===== src/rtl/uart_pkg.sv =====
`default_nettype none
// ============================================================================
// uart_pkg : shared frame encodings, FSM state types and frame-size helpers
// Revision : 1.0
// ============================================================================
package uart_pkg;

   localparam logic [1:0] TLEN_5 = 2'b00;
   localparam logic [1:0] TLEN_6 = 2'b01;
   localparam logic [1:0] TLEN_7 = 2'b10;
   localparam logic [1:0] TLEN_8 = 2'b11;

   // Last tick index of a bit period and of the half-bit start-bit check.
   localparam logic [3:0] N16_LAST = 4'd15;
   localparam logic [3:0] N13_LAST = 4'd12;
   localparam logic [3:0] H16_LAST = 4'd7;
   localparam logic [3:0] H13_LAST = 4'd5;

   typedef enum logic [2:0] {
      TX_IDLE, TX_START, TX_DATA, TX_PARITY, TX_STOP
   } tx_state_e;

   typedef enum logic [2:0] {
      RX_IDLE, RX_START, RX_DATA, RX_PARITY, RX_STOP
   } rx_state_e;

   function automatic logic [3:0] data_bits(input logic [1:0] tl);
      return 4'd5 + {2'b00, tl};
   endfunction

   function automatic logic [7:0] data_mask(input logic [1:0] tl);
      return 8'hFF >> (2'd3 - tl);
   endfunction

endpackage
`default_nettype wire


===== src/rtl/uart_baud_gen.sv =====
`default_nettype none
// ============================================================================
// uart_baud_gen : divides clk down to the oversampling tick (x16 or x13)
// Revision      : 1.0
// ============================================================================
module uart_baud_gen #(
   parameter int DIV_X16 = 15,
   parameter int DIV_X13 = 18
) (
   input  logic clk,
   input  logic rst_n,
   input  logic bclk_mode,
   output logic tick
);

   localparam int DMAX = (DIV_X16 > DIV_X13) ? DIV_X16 : DIV_X13;
   localparam int CW   = (DMAX > 2) ? $clog2(DMAX) : 1;

   logic [CW-1:0] cnt;
   logic [CW-1:0] div_last;

   assign div_last = bclk_mode ? CW'(DIV_X13 - 1) : CW'(DIV_X16 - 1);

   // >= so a mode switch to the shorter divisor never overshoots the wrap.
   always_ff @(posedge clk or negedge rst_n) begin
      if (!rst_n) begin
         cnt  <= '0;
         tick <= 1'b0;
      end else if (cnt >= div_last) begin
         cnt  <= '0;
         tick <= 1'b1;
      end else begin
         cnt  <= cnt + CW'(1);
         tick <= 1'b0;
      end
   end

endmodule
`default_nettype wire


===== src/rtl/uart_top.sv =====
`default_nettype none
// ============================================================================
// uart_top : full-duplex UART, 5-8 data bits, optional parity, 1 stop bit
// Revision : 1.0
// ============================================================================
module uart_top
   import uart_pkg::*;
#(
   parameter int DIV_X16 = 15,
   parameter int DIV_X13 = 18
) (
   input  logic       clk,
   input  logic       rst_n,
   input  logic       wr_en,
   input  logic [1:0] tlen,
   input  logic       parity_en,
   input  logic       parity_type,
   input  logic       bclk_mode,
   input  logic [7:0] wdata,
   input  logic       RXD,
   output logic [7:0] rdata,
   output logic       TXD,
   output logic       parity_err,
   output logic       frame_err
);

   logic       tick;
   logic [3:0] n_last;
   logic [3:0] half_last;

   uart_baud_gen #(.DIV_X16(DIV_X16), .DIV_X13(DIV_X13)) u_baud (
      .clk       (clk),
      .rst_n     (rst_n),
      .bclk_mode (bclk_mode),
      .tick      (tick)
   );

   assign n_last    = bclk_mode ? N13_LAST : N16_LAST;
   assign half_last = bclk_mode ? H13_LAST : H16_LAST;

   // ---------------------------------------------------------------- TX
   tx_state_e  tx_state;
   logic [3:0] tx_tick;
   logic [2:0] tx_bit;
   logic [7:0] tx_shift;
   logic [1:0] tx_len;
   logic       tx_pen;
   logic       tx_par;
   logic       tx_end;
   logic       tx_load;

   assign tx_end  = tick && (tx_tick == n_last);
   assign tx_load = wr_en && ((tx_state == TX_IDLE) || ((tx_state == TX_STOP) && tx_end));

   always_ff @(posedge clk or negedge rst_n) begin
      if (!rst_n) begin
         tx_state <= TX_IDLE;
         tx_tick  <= '0;
         tx_bit   <= '0;
         tx_shift <= '0;
         tx_len   <= TLEN_8;
         tx_pen   <= 1'b0;
         tx_par   <= 1'b0;
         TXD      <= 1'b1;
      end else if (tx_load) begin
         tx_state <= TX_START;
         tx_tick  <= '0;
         tx_shift <= wdata & data_mask(tlen);
         tx_len   <= tlen;
         tx_pen   <= parity_en;
         tx_par   <= (^(wdata & data_mask(tlen))) ^ parity_type;
         TXD      <= 1'b0;
      end else if ((tx_state != TX_IDLE) && tick) begin
         if (!tx_end) begin
            tx_tick <= tx_tick + 4'd1;
         end else begin
            tx_tick <= '0;
            case (tx_state)
               TX_START: begin
                  tx_state <= TX_DATA;
                  tx_bit   <= '0;
                  TXD      <= tx_shift[0];
                  tx_shift <= tx_shift >> 1;
               end
               TX_DATA: begin
                  if ({1'b0, tx_bit} == data_bits(tx_len) - 4'd1) begin
                     tx_state <= tx_pen ? TX_PARITY : TX_STOP;
                     TXD      <= tx_pen ? tx_par : 1'b1;
                  end else begin
                     tx_bit   <= tx_bit + 3'd1;
                     TXD      <= tx_shift[0];
                     tx_shift <= tx_shift >> 1;
                  end
               end
               TX_PARITY: begin
                  tx_state <= TX_STOP;
                  TXD      <= 1'b1;
               end
               default: tx_state <= TX_IDLE;
            endcase
         end
      end
   end

   // ---------------------------------------------------------------- RX
   rx_state_e  rx_state;
   logic       rx_m, rx_s, rx_prev;
   logic [3:0] rx_tick;
   logic [2:0] rx_bit;
   logic [7:0] rx_shift;
   logic [1:0] rx_len;
   logic       rx_pen, rx_ptype, rx_par, rx_pbit;
   logic       rx_end;

   assign rx_end = tick && (rx_tick == ((rx_state == RX_START) ? half_last : n_last));

   always_ff @(posedge clk or negedge rst_n) begin
      if (!rst_n) begin
         rx_m       <= 1'b1;
         rx_s       <= 1'b1;
         rx_prev    <= 1'b1;
         rx_state   <= RX_IDLE;
         rx_tick    <= '0;
         rx_bit     <= '0;
         rx_shift   <= '0;
         rx_len     <= TLEN_8;
         rx_pen     <= 1'b0;
         rx_ptype   <= 1'b0;
         rx_par     <= 1'b0;
         rx_pbit    <= 1'b0;
         rdata      <= '0;
         parity_err <= 1'b0;
         frame_err  <= 1'b0;
      end else begin
         rx_m    <= RXD;
         rx_s    <= rx_m;
         rx_prev <= rx_s;
         if (rx_state == RX_IDLE) begin
            if (rx_prev && !rx_s) begin
               rx_state <= RX_START;
               rx_tick  <= '0;
               rx_bit   <= '0;
               rx_shift <= '0;
               rx_par   <= 1'b0;
               rx_len   <= tlen;
               rx_pen   <= parity_en;
               rx_ptype <= parity_type;
            end
         end else if (tick) begin
            if (!rx_end) begin
               rx_tick <= rx_tick + 4'd1;
            end else begin
               rx_tick <= '0;
               case (rx_state)
                  RX_START: rx_state <= rx_s ? RX_IDLE : RX_DATA;
                  RX_DATA: begin
                     rx_shift[rx_bit] <= rx_s;
                     rx_par           <= rx_par ^ rx_s;
                     if ({1'b0, rx_bit} == data_bits(rx_len) - 4'd1)
                        rx_state <= rx_pen ? RX_PARITY : RX_STOP;
                     else
                        rx_bit <= rx_bit + 3'd1;
                  end
                  RX_PARITY: begin
                     rx_pbit  <= rx_s;
                     rx_state <= RX_STOP;
                  end
                  default: begin
                     rdata      <= rx_shift;
                     parity_err <= rx_pen && (rx_par ^ rx_ptype ^ rx_pbit);
                     frame_err  <= !rx_s;
                     rx_state   <= RX_IDLE;
                  end
               endcase
            end
         end
      end
   end

endmodule
`default_nettype wire


===== config.mk =====
export PLATFORM = sky130hd
export DESIGN_NAME = uart_top
export DESIGN_NICKNAME = d
export VERILOG_FILES = /design/src/rtl/uart_pkg.sv /design/src/rtl/uart_baud_gen.sv /design/src/rtl/uart_top.sv
export SDC_FILE = /design/constraint.sdc
export NUM_CORES = 1
export LEC_CHECK = 0
export ABC_CLOCK_PERIOD_IN_PS = 4700
export BUFFER_PORTS_ARGS = -buffer_cell sky130_fd_sc_hd__buf_4
export CELL_PAD_IN_SITES_DETAIL_PLACEMENT = 1
export CELL_PAD_IN_SITES_GLOBAL_PLACEMENT = 1
export CORE_MARGIN = 4
export CORE_UTILIZATION = 45
export DETAILED_ROUTE_END_ITERATION = 8
export GPL_TIMING_DRIVEN = 0
export PLACE_DENSITY = 0.88
export SKIP_CTS_REPAIR_TIMING = 1
export SYNTH_ARGS = -nofsm -noshare
export SYNTH_HDL_FRONTEND = slang
export SYNTH_SLANG_ARGS = --single-unit

===== constraint.sdc =====
create_clock -name clk -period 4.7 [get_ports clk]
set_input_delay 0.94 -clock clk [delete_from_list [all_inputs] [get_ports clk]]
set_output_delay 0.94 -clock clk [all_outputs]
set_load 0.03 [all_outputs]

# Word level (Yosys, flattened, before mapping)
# Cells that the tools add are included.
# W data, S select, Z words.
# totals
regBits	66
inputBits	17
output_inout_bits	11
wordCells	157
# op_classes
add_sub_neg	10
magnitude_cmp	3
n_eq_ne	17
shift	1
n_mux	59
n_bitwise	8
reduce_logical	34
# op_table
cell	count
$mux W8	9
$mux W3	18
$mux W4	8
$reduce_and A4 Y1	5
$pmux W3 S3	2
$pmux W8 S2	1
$eq A3 B2 Y1 const B	4
$mux W1	12
$reduce_bool A2 Y1	6
$mux W5	2
$reduce_and A5 Y1	2
$ne A3 B3 Y1 const B	3
$add A3 B2 Y4 const A	2
$add A4 B1 Y4 const B	2
$and A8 B8 Y8	1
$bwmux W8	1
$eq A3 B4 Y1	2
$eq A4 B4 Y1	2
$logic_and A1 B1 Y1	8
$reduce_xor A8 Y1	1
$shr A8 B2 Y8 const A	1
$sub A4 B1 Y4 const B	2
$add A3 B1 Y3 const B	2
$eq A3 B1 Y1 const B	2
other kinds (22)	34

# Depth between registers and ports, before layout
# Gate-level depths: netlist of the first run.
# logic_depth
word_depth	9
ltp_mapped	7
depth_no_buf	7

# Modules after synthesis
# Synthesis of the first run repeated with hierarchy kept, for this count alone.
# hier_totals
cells_unflattened	336
area_unflattened_um2	3440.8
# by_module_without_submodules
module	instances	cells_each	area_each_um2	seq_area_each_um2
uart_top	1	305	3084.2	1511.4
uart_baud_gen	1	31	356.6	150.1

# Least setup slack after synthesis of the first run
# No wires, ideal clock.
# synth_path
path_kind	input port to flip-flop
from	in bclk_mode
to	reg rx_state[0]
setup_time_ns	0.125
arrival_time_ns	2.081
t_required_ns	4.575
slack_ns	2.494
stages	6
n_path_buf	1
path_cell_list	nand3b_1 > a21oi_1 > and2_4 > buf_6 > o21a_4 > mux2_4
# synth_between
elab_chain_cells	6
word_cells_on_any_way	7
classes_between	eq/ne (1); mux (3); reduce/logical (3)
# synth_rtl
item	line_no	text
start, declared	uart_top.sv:18	input logic bclk_mode,
$mux W2 (on tied branches)	uart_top.sv:38, uart_top.sv:39	
$mux W4 (*)	uart_top.sv:115	assign rx_end = tick && (rx_tick == ((rx_state == RX_START) ? half_last : n_last));
$eq A4 B4 Y1 (*)	uart_top.sv:115	
$logic_and A1 B1 Y1 (*)	uart_top.sv:115	
$reduce_bool A2 Y1 (no source line) (*)	--	
$reduce_and A4 Y1 (no source line) (*)	--	
end signal, assigned	uart_top.sv:155	RX_START: rx_state <= rx_s ? RX_IDLE : RX_DATA;
end signal, assigned	uart_top.sv:160	rx_state <= rx_pen ? RX_PARITY : RX_STOP;
end, declared	uart_top.sv:106	rx_state_e rx_state;
# Every way passes the cells marked *; elsewhere a longest branch is shown, timed or not.
# A chain may end at the register's enable or synchronous reset.

# Worst setup path in the final report of the first run
# layout_path
from	in bclk_mode
to	reg tx_shift[4]
# layout_between
elab_chain_cells	8
word_cells_on_any_way	12
classes_between	eq/ne (2); mux (2); reduce/logical (8)
# layout_rtl
item	line_no	text
$mux W2 (*)	uart_top.sv:38	assign n_last = bclk_mode ? N13_LAST : N16_LAST;
$eq A4 B4 Y1 (*)	uart_top.sv:52	assign tx_end = tick && (tx_tick == n_last);
$logic_and A1 B1 Y1 (*)	uart_top.sv:52	
$logic_and A1 B1 Y1	uart_top.sv:53	assign tx_load = wr_en && ((tx_state == TX_IDLE) || ((tx_state == TX_STOP) && tx_end));
$logic_or A1 B1 Y1	uart_top.sv:53	
$logic_and A1 B1 Y1	uart_top.sv:53	
$ne A3 B3 Y1 (no source line) (tied with other cells)	--	
$reduce_and A4 Y1 (no source line)	--	
end signal, assigned	uart_top.sv:68	tx_shift <= wdata & data_mask(tlen);
end signal, assigned	uart_top.sv:83	tx_shift <= tx_shift >> 1;
end signal, assigned	uart_top.sv:92	tx_shift <= tx_shift >> 1;
end, declared	uart_top.sv:45	logic [7:0] tx_shift;
# Marks and branches as above.

==> flow_summary_export.csv, run 1 <==
group,metric,value,unit
timing,finalSetupTns,0,ns
synth,synth_top_flop_cell,"dfrtp_1",
global_route,grt_overflow,0,
placement,place_hpwl,5.94,mm
hold_path,hold_class,"flop to flop",
critical_path,cp_cell_sequence,"buf_4 -> and3b_1 -> o21ai_1 -> a21oi_1 -> buf_2 -> a22oi_1 -> o21ai_0",
final_layout,fin_util,0.526,
critical_path,critPathArrivalTime,2.53,ns
timing,worst_pin_slew,0.846,ns
synth,syn_avg_cell_area,10.4,sq um
global_route,grt_pass1_wl,14.1,mm
floorplanning,die-width,96.5,um
critical_path,worstSetupEndpointType,"flop",
floorplanning,core,0.00769,sq mm
final_layout,nets,405,
global_route,grt_pass1_vias,2946,
floorplanning,chipHeight,96.5,um
clock_network,cts_tree,"done",
synth,syn_area,0.00352,sq mm
timing,finalSetupViolations,0,
synth,synth_cell_types,59,
global_route,track_usage,0.198,
critical_path,startpoint_type,"primary input",
detailed_routing,drt_wl_total,8.52,mm
critical_path,path_class,"primary input to flop",
synth,synth_mux_area_frac,0.0621,
global_route,antenna_found_initial,0,
timing,period_minus_slack,2.31,ns
synth,synth_top_area_cell,"dfrtp_1",
critical_path,cp_slowest_cell,"o21ai_1",
synth,synth_warnings,0,
power_and_ir_drop,leakage,1.81,nW
detailed_routing,ant_nets,0,
clock_network,cts_buffers,9,
clock_network,cts_max_level,3,
detailed_routing,vias,2754,
timing,slew_violations,0,
synth,synth.area.top_cells,"dfrtp_1, dfstp_2, mux2_2, nand2_1, ha_1",
critical_path,cp_max_fo,10,
detailed_routing,drc,0,
detailed_routing,viasPerCell,5.68,
clock_network,clk_latency,0.34,ns
timing,relSlewSlack,0.436,
synth,syn_nets,367,
clock_network,cts_sinks,66,
clock_network,root_buffer,"clkbuf_8",
synth,ys_ff_latch,66,
synth,synthAdderAreaFrac,0.0355,
synth,async_flop_share,1.00,
final_layout,area_growth,14.7,%
timing,grt_setup_unrepaired,"no",
power_and_ir_drop,p_per_area,486,mW/mm^2
timing,timing.fmax,0.433,GHz
floorplanning,rows,32,
synth,synth_top_family_by_area,"compound AO/OA/AOI/OAI gates",
synth,synth_top_area_frac,0.412,
timing,finalCritPeriodShare,0.491,
floorplanning,initial_core_util,0.458,
clock_network,ctsLongestPathBuffers,2,
detailed_routing,wl_per_cell,17.6,um
synth,synth_compound_area_frac,0.192,
placement,finalWeightedCongestion,0.801,
final_layout,layout.cells.most_common,"dfrtp_1",
clock_network,path_clk_slew,0.07,ns
synth,synth_enable_flop_cells,0,
synth,synthSimpleGateAreaFrac,0.157,
floorplanning,ios,28,
run,max_cap_violations,0,
floorplanning,die_area,0.00931,sq mm
synth,synth_xor_area_frac,0.0472,
placement,io_buffers,27,
power_and_ir_drop,power.total,1.96,mW
final_layout,drive_gt1_frac,0.222,
timing,hold_viol,0,
final_layout,antenna_cells,0,
power_and_ir_drop,ir_worst_vdd,0.188,mV
timing,setup_slack,2.39,ns
global_route,grt_max_degree,67,
critical_path,crit_path_max_incr_delay,0.41,ns
status,outcome,"completed",
detailed_routing,dr.pass1.iters,4,
detailed_routing,drt-initial-drc-count,75,
timing,fin_skew,0.00701,ns
placement,pre_cts_ws,2.01,ns
synth,seq_area_frac_synth,0.472,
synth,synth_cells,340,
final_layout,final_cell_mix,"dfrtp_1, nand2_1, buf_4",
critical_path,worstPathRequired,4.92,ns
-- per-stage QoR --
step	hold slack, ns	cell area [sq um]	std cells
after floorplan	0.345	3520	340
after global placement	0.355	3850	469
after detailed placement	0.357	3850	469
after CTS	0.367	4040	485
after global routing	0.369	4040	485
final	0.365	4040	485
-- critical path: cells and delay by family --
family                 cells  cell delay [ns]
AO/OA/AOI/OAI              4             0.98
buffers and inverters      2             0.39
AND/OR/NAND/NOR            1             0.20
-- power breakdown --
| part | switching [mW] | leakage [nW] | internal (mW) |
|---|---|---|---|
| Sequential | 0.152 | 0.821 | 0.730 |
| Combinational | 0.344 | 0.898 | 0.270 |
| Clock | 0.223 | 0.0893 | 0.244 |
| Total | 0.719 | 1.81 | 1.24 |
-- cell type report --
cell class	count	area [sq um]
Clock inverter	5	55.1
Multi-Input combinational cell	248	1740
Inverter	10	37.5
Fill cell	878	3650
Timing Repair Buffer	27	203
Buffer	16	82.6
Tap cell	102	128
Sequential cell	66	1660
Clock buffer	11	131
-- metal layers --
layer | routed length, um | vias up | share of wire | track usage
met4 | 176 | 0 | 0.021 | 0.0748
met2 | 4330 | 43 | 0.51 | 0.356
li1 | - | 1317 | - | -
met1 | 3740 | 1378 | 0.44 | 0.230
met3 | 278 | 16 | 0.033 | 0.0442
met5 | 0 | - | 0 | 0
-- cells by family (layout without fill, tap and decap cells) --
| family | count (synthesis) | after routing |
|---|---|---|
| compound gates | 95 | 95 |
| xor+xnor | 19 | 19 |
| fa+ha+maj | 10 | 10 |
| buf+inv | 26 | 69 |
| flops | 66 | 66 |
| mux | 19 | 19 |
| simple gates | 105 | 105 |
-- Yosys cell counts (3+ instances only) --
library cell and count:
dfrtp_1 58, buf_2 6, nand2b_1 4, nor3_1 8, o31ai_1 7, a221o_1 8, a211oi_1 4, o2bb2ai_1 3
a22oi_1 5, or3_1 3, a21oi_1 11, a21boi_0 5, nand3_1 11, nand4_1 3, xor2_1 6, nand2_1 34
xnor2_1 13, and3_1 3, a21o_1 6, mux2_2 14, nor2_1 16, ha_1 10, o21ai_0 25, inv_1 10
nor2b_1 5, dfstp_2 8, a31oi_1 3, and2_1 3, clkbuf_1 8
-- worst paths after layout --
check / startpoint / endpoint / slack [ns] / depth (start not counted)
worst max register to register: rx_s / rx_shift[0] / 2.65 / 4
worst min register to register: rx_s / rx_prev / 0.37 / 0
worst max-delay path: bclk_mode / tx_shift[4] / 2.39 / 7
worst min-delay path: rx_s / rx_prev / 0.37 / 0
max in group asynchronous: rst_n / rx_tick[3] / 3.44 / 1
min in group asynchronous: rst_n / rx_shift[2] / 0.69 / 1
-- flip-flops by register name, indices dropped and copies added, names as in the netlist, 3 cells and up --
| register | count |
|---|---|
| rdata | 8 |
| rx_shift | 8 |
| tx_shift | 8 |
| u_baud.cnt | 5 |
| rx_tick | 4 |
| tx_tick | 4 |
| rx_bit | 3 |
| rx_state | 3 |
| tx_bit | 3 |
| tx_state | 3 |
No activity file was read; power rests on OpenSTA's default activity.
==> inputs of run 2 (changes only) <==
--- a/config.mk
+++ b/config.mk
@@ -5,12 +5,12 @@
 export SDC_FILE = /design/constraint.sdc
 export NUM_CORES = 1
 export LEC_CHECK = 0
-export ABC_CLOCK_PERIOD_IN_PS = 4700
+export ABC_CLOCK_PERIOD_IN_PS = 2000
 export BUFFER_PORTS_ARGS = -buffer_cell sky130_fd_sc_hd__buf_4
 export CELL_PAD_IN_SITES_DETAIL_PLACEMENT = 1
 export CELL_PAD_IN_SITES_GLOBAL_PLACEMENT = 1
 export CORE_MARGIN = 4
-export CORE_UTILIZATION = 45
+export CORE_UTILIZATION = 43
 export DETAILED_ROUTE_END_ITERATION = 8
 export GPL_TIMING_DRIVEN = 0
 export PLACE_DENSITY = 0.88
==> constraint.sdc (replaced) <==
create_clock -name clk -period 2 [get_ports clk]
set_input_delay 0.4 -clock clk [delete_from_list [all_inputs] [get_ports clk]]
set_output_delay 0.4 -clock clk [all_outputs]
set_load 0.03 [all_outputs]
==> run 2 against run 1 <==
  * The flow now finishes with violations (setup timing)
  * Critical path depth is 2 lower
  * Worst setup slack lost 2.4 ns
  * Final area up 1.9%
  * Clock-buffer cell count is 3 higher
  * Flip-flop and latch count did not move
  * Hold slack got worse by 0.22 ns
  * Sequential power up 140%
  * Clock power rose by 130%
  * Combinational power increased to 2.5 times the previous value
  * Routed wire length rose by 10%
  * Global-route usage is 0.32 points lower
  * Core utilization down 0.10 points
  * Critical path type is now flop to flop
  * Critical endpoint is now rx_state[0]
  * Highest routed layer unchanged
==> flow_summary_export.csv, run 2 (same netlist as run 1, synthesis figures left out) <==
group,metric,value,unit
final_layout,reg_top3,"rdata x8, rx_shift x8, tx_shift x8",
detailed_routing,ant_nets,0,
run,max_cap_violations,0,
power_and_ir_drop,leakage,1.86,nW
critical_path,cpLargestDelayFamily,"simple AND/OR/NAND/NOR gates",
critical_path,cp_num_buf_inv,1,
final_layout,drive_gt1_frac,0.252,
final_layout,nets,411,
global_route,grt_overflow,0,
placement,finalWeightedCongestion,0.810,
final_layout,fill_cells,898,
floorplanning,rows,32,
detailed_routing,viasPerCell,5.77,
global_route,track_usage,0.195,
power_and_ir_drop,pwr-share-comb,0.327,
detailed_routing,wl_per_cell,19.1,um
timing,relSlewSlack,0.449,
placement,dp.cells,469,
power_and_ir_drop,p_seq_frac,0.446,
critical_path,critPathArrivalTime,2.24,ns
final_layout,antenna_cells,0,
critical_path,cp_slowest_cell,"or4b_4",
detailed_routing,drt_wl_total,9.38,mm
floorplanning,initial_core_util,0.449,
critical_path,cp_cell_sequence,"buf_6 -> or4b_4 -> o21ai_4 -> o21a_4 -> mux2_4",
clock_network,clk_latency,0.35,ns
timing,finalSetupViolations,1,
critical_path,startpoint,"rx_state[2]",
critical_path,crit_path_max_incr_delay,0.56,ns
final_layout,area_growth,16.8,%
timing,period_minus_slack,2.00,ns
final_layout,multi_input_area,0.00176,sq mm
critical_path,startpoint_type,"flop",
final_layout,layout.area.seq,0.00166,sq mm
global_route,antenna_found_initial,0,
floorplanning,chipHeight,98.5,um
timing,holdWs,0.144,ns
clock_network,cts_max_level,3,
placement,place_hpwl,6.31,mm
critical_path,worstSetupEndpointType,"flop",
clock_network,root_buffer,"clkbuf_8",
floorplanning,ios,28,
timing,finalCritPeriodShare,1.00,
power_and_ir_drop,clkPwrFrac,0.227,
timing,finalSetupTns,-0.00170,ns
hold_path,hold_class,"primary input to async pin",
final_layout,instances_no_fill,491,
floorplanning,die_area,0.00971,sq mm
clock_network,ctsLongestPathBuffers,2,
timing,setup_slack,-0.00170,ns
timing,fin_skew,0.00625,ns
detailed_routing,drt-initial-drc-count,49,
floorplanning,die-width,98.5,um
detailed_routing,drc,0,
detailed_routing,vias,2834,
power_and_ir_drop,p_per_area,1140,mW/mm^2
global_route,grt_pass1_wl,15.2,mm
clock_network,cts_sinks,66,
final_layout,layout.cells.most_common,"dfrtp_1",
timing,worst_pin_slew,0.826,ns
clock_network,cts_buffers,9,
placement,io_buffers,27,
power_and_ir_drop,p_sw_frac,0.373,
critical_path,worstPathRequired,2.23,ns
final_layout,final_cell_mix,"dfrtp_1, nand2_1, buf_4",
power_and_ir_drop,power.switching,1.75,mW
status,outcome,"complete, but fails checks",
critical_path,cp_max_fo,7,
timing,timing.fmax,0.500,GHz
power_and_ir_drop,ir_worst_vdd,0.490,mV
global_route,grt_max_degree,67,
detailed_routing,dr.pass1.iters,4,
floorplanning,core,0.00785,sq mm
critical_path,r2r_start,"rx_state[2]",
clock_network,path_clk_slew,0.07,ns
clock_network,cts_tree,"done",
timing,hold_viol,0,
power_and_ir_drop,power.total,4.70,mW
timing,slew_violations,0,
status,violations,"setup timing",
global_route,grt_pass1_vias,3088,
critical_path,path_class,"flop to flop",
power_and_ir_drop,power.internal,2.94,mW
## run 2: cell types whose count changed in the layout (fill, tap and decap cells not counted), sizes merged
cell / delta
buf: +5
bufinv: -1
clkbuf: +4
clkinvlp: -2
## run 2: power by group through the flow
| stage | registers [mW] | logic [mW] | clock network (mW) |
|---|---|---|---|
| 3_3_place_gp | 2.04 | 1.35 | 0 |
| 3_5_place_dp | 2.08 | 1.45 | 0 |
| 4_1_cts | 2.06 | 1.49 | 1.08 |
| 2_1_floorplan | 1.97 | 1.10 | 0 |
| 5_1_grt | 2.14 | 1.72 | 1.15 |
| 6_report | 2.10 | 1.54 | 1.07 |
## run 2: cell type report
class                   instances  share of cell area
multi-input cells             248               0.427
flip-flops and latches         66               0.404
repair buffers                 34              0.0620
clock buffers                  14              0.0419
well taps                     102              0.0310
plain buffers                  15              0.0222
inverters                      10             0.00912
clock inverters                 2             0.00243
## run 2: final timing paths
kind | to | cells past startpoint | slack [ns]
worst max-delay path | rx_state[0] | 5 | -0.002
worst min-delay path | rx_bit[2] | 1 | 0.14
worst max register to register | rx_state[0] | 5 | -0.002
worst min register to register | rx_prev | 0 | 0.37
max in group asynchronous | rx_state[0] | 1 | 1.27
min in group clk | rx_m | 1 | 0.16
## run 2: worst reg2reg max path, cell delays in order, from the launching register on
cell	delay, ns
dfrtp_1	0.42
buf_6	0.15
or4b_4	0.57
o21ai_4	0.28
o21a_4	0.18
mux2_4	0.29
## run 2: routing by layer
| layer | vias up | wire, um | global-route usage |
|---|---|---|---|
| met2 | 50 | 5040 | 0.349 |
| met5 | - | 0 | 0 |
| met1 | 1437 | 3890 | 0.228 |
| met4 | 0 | 175 | 0.0851 |
| met3 | 20 | 279 | 0.0354 |
| li1 | 1327 | - | - |
## run 2: per-stage QoR
step / util / area [sq um] / setup WS (ns)
2_1_floorplan: - / 3520 / 0.133
3_3_place_gp: 0.491 / 3850 / -0.0319
3_5_place_dp: 0.491 / 3850 / -0.0910
4_1_cts: 0.514 / 4040 / -0.0498
5_1_grt: 0.525 / 4120 / -0.0721
6_report: 0.525 / 4120 / -0.00170
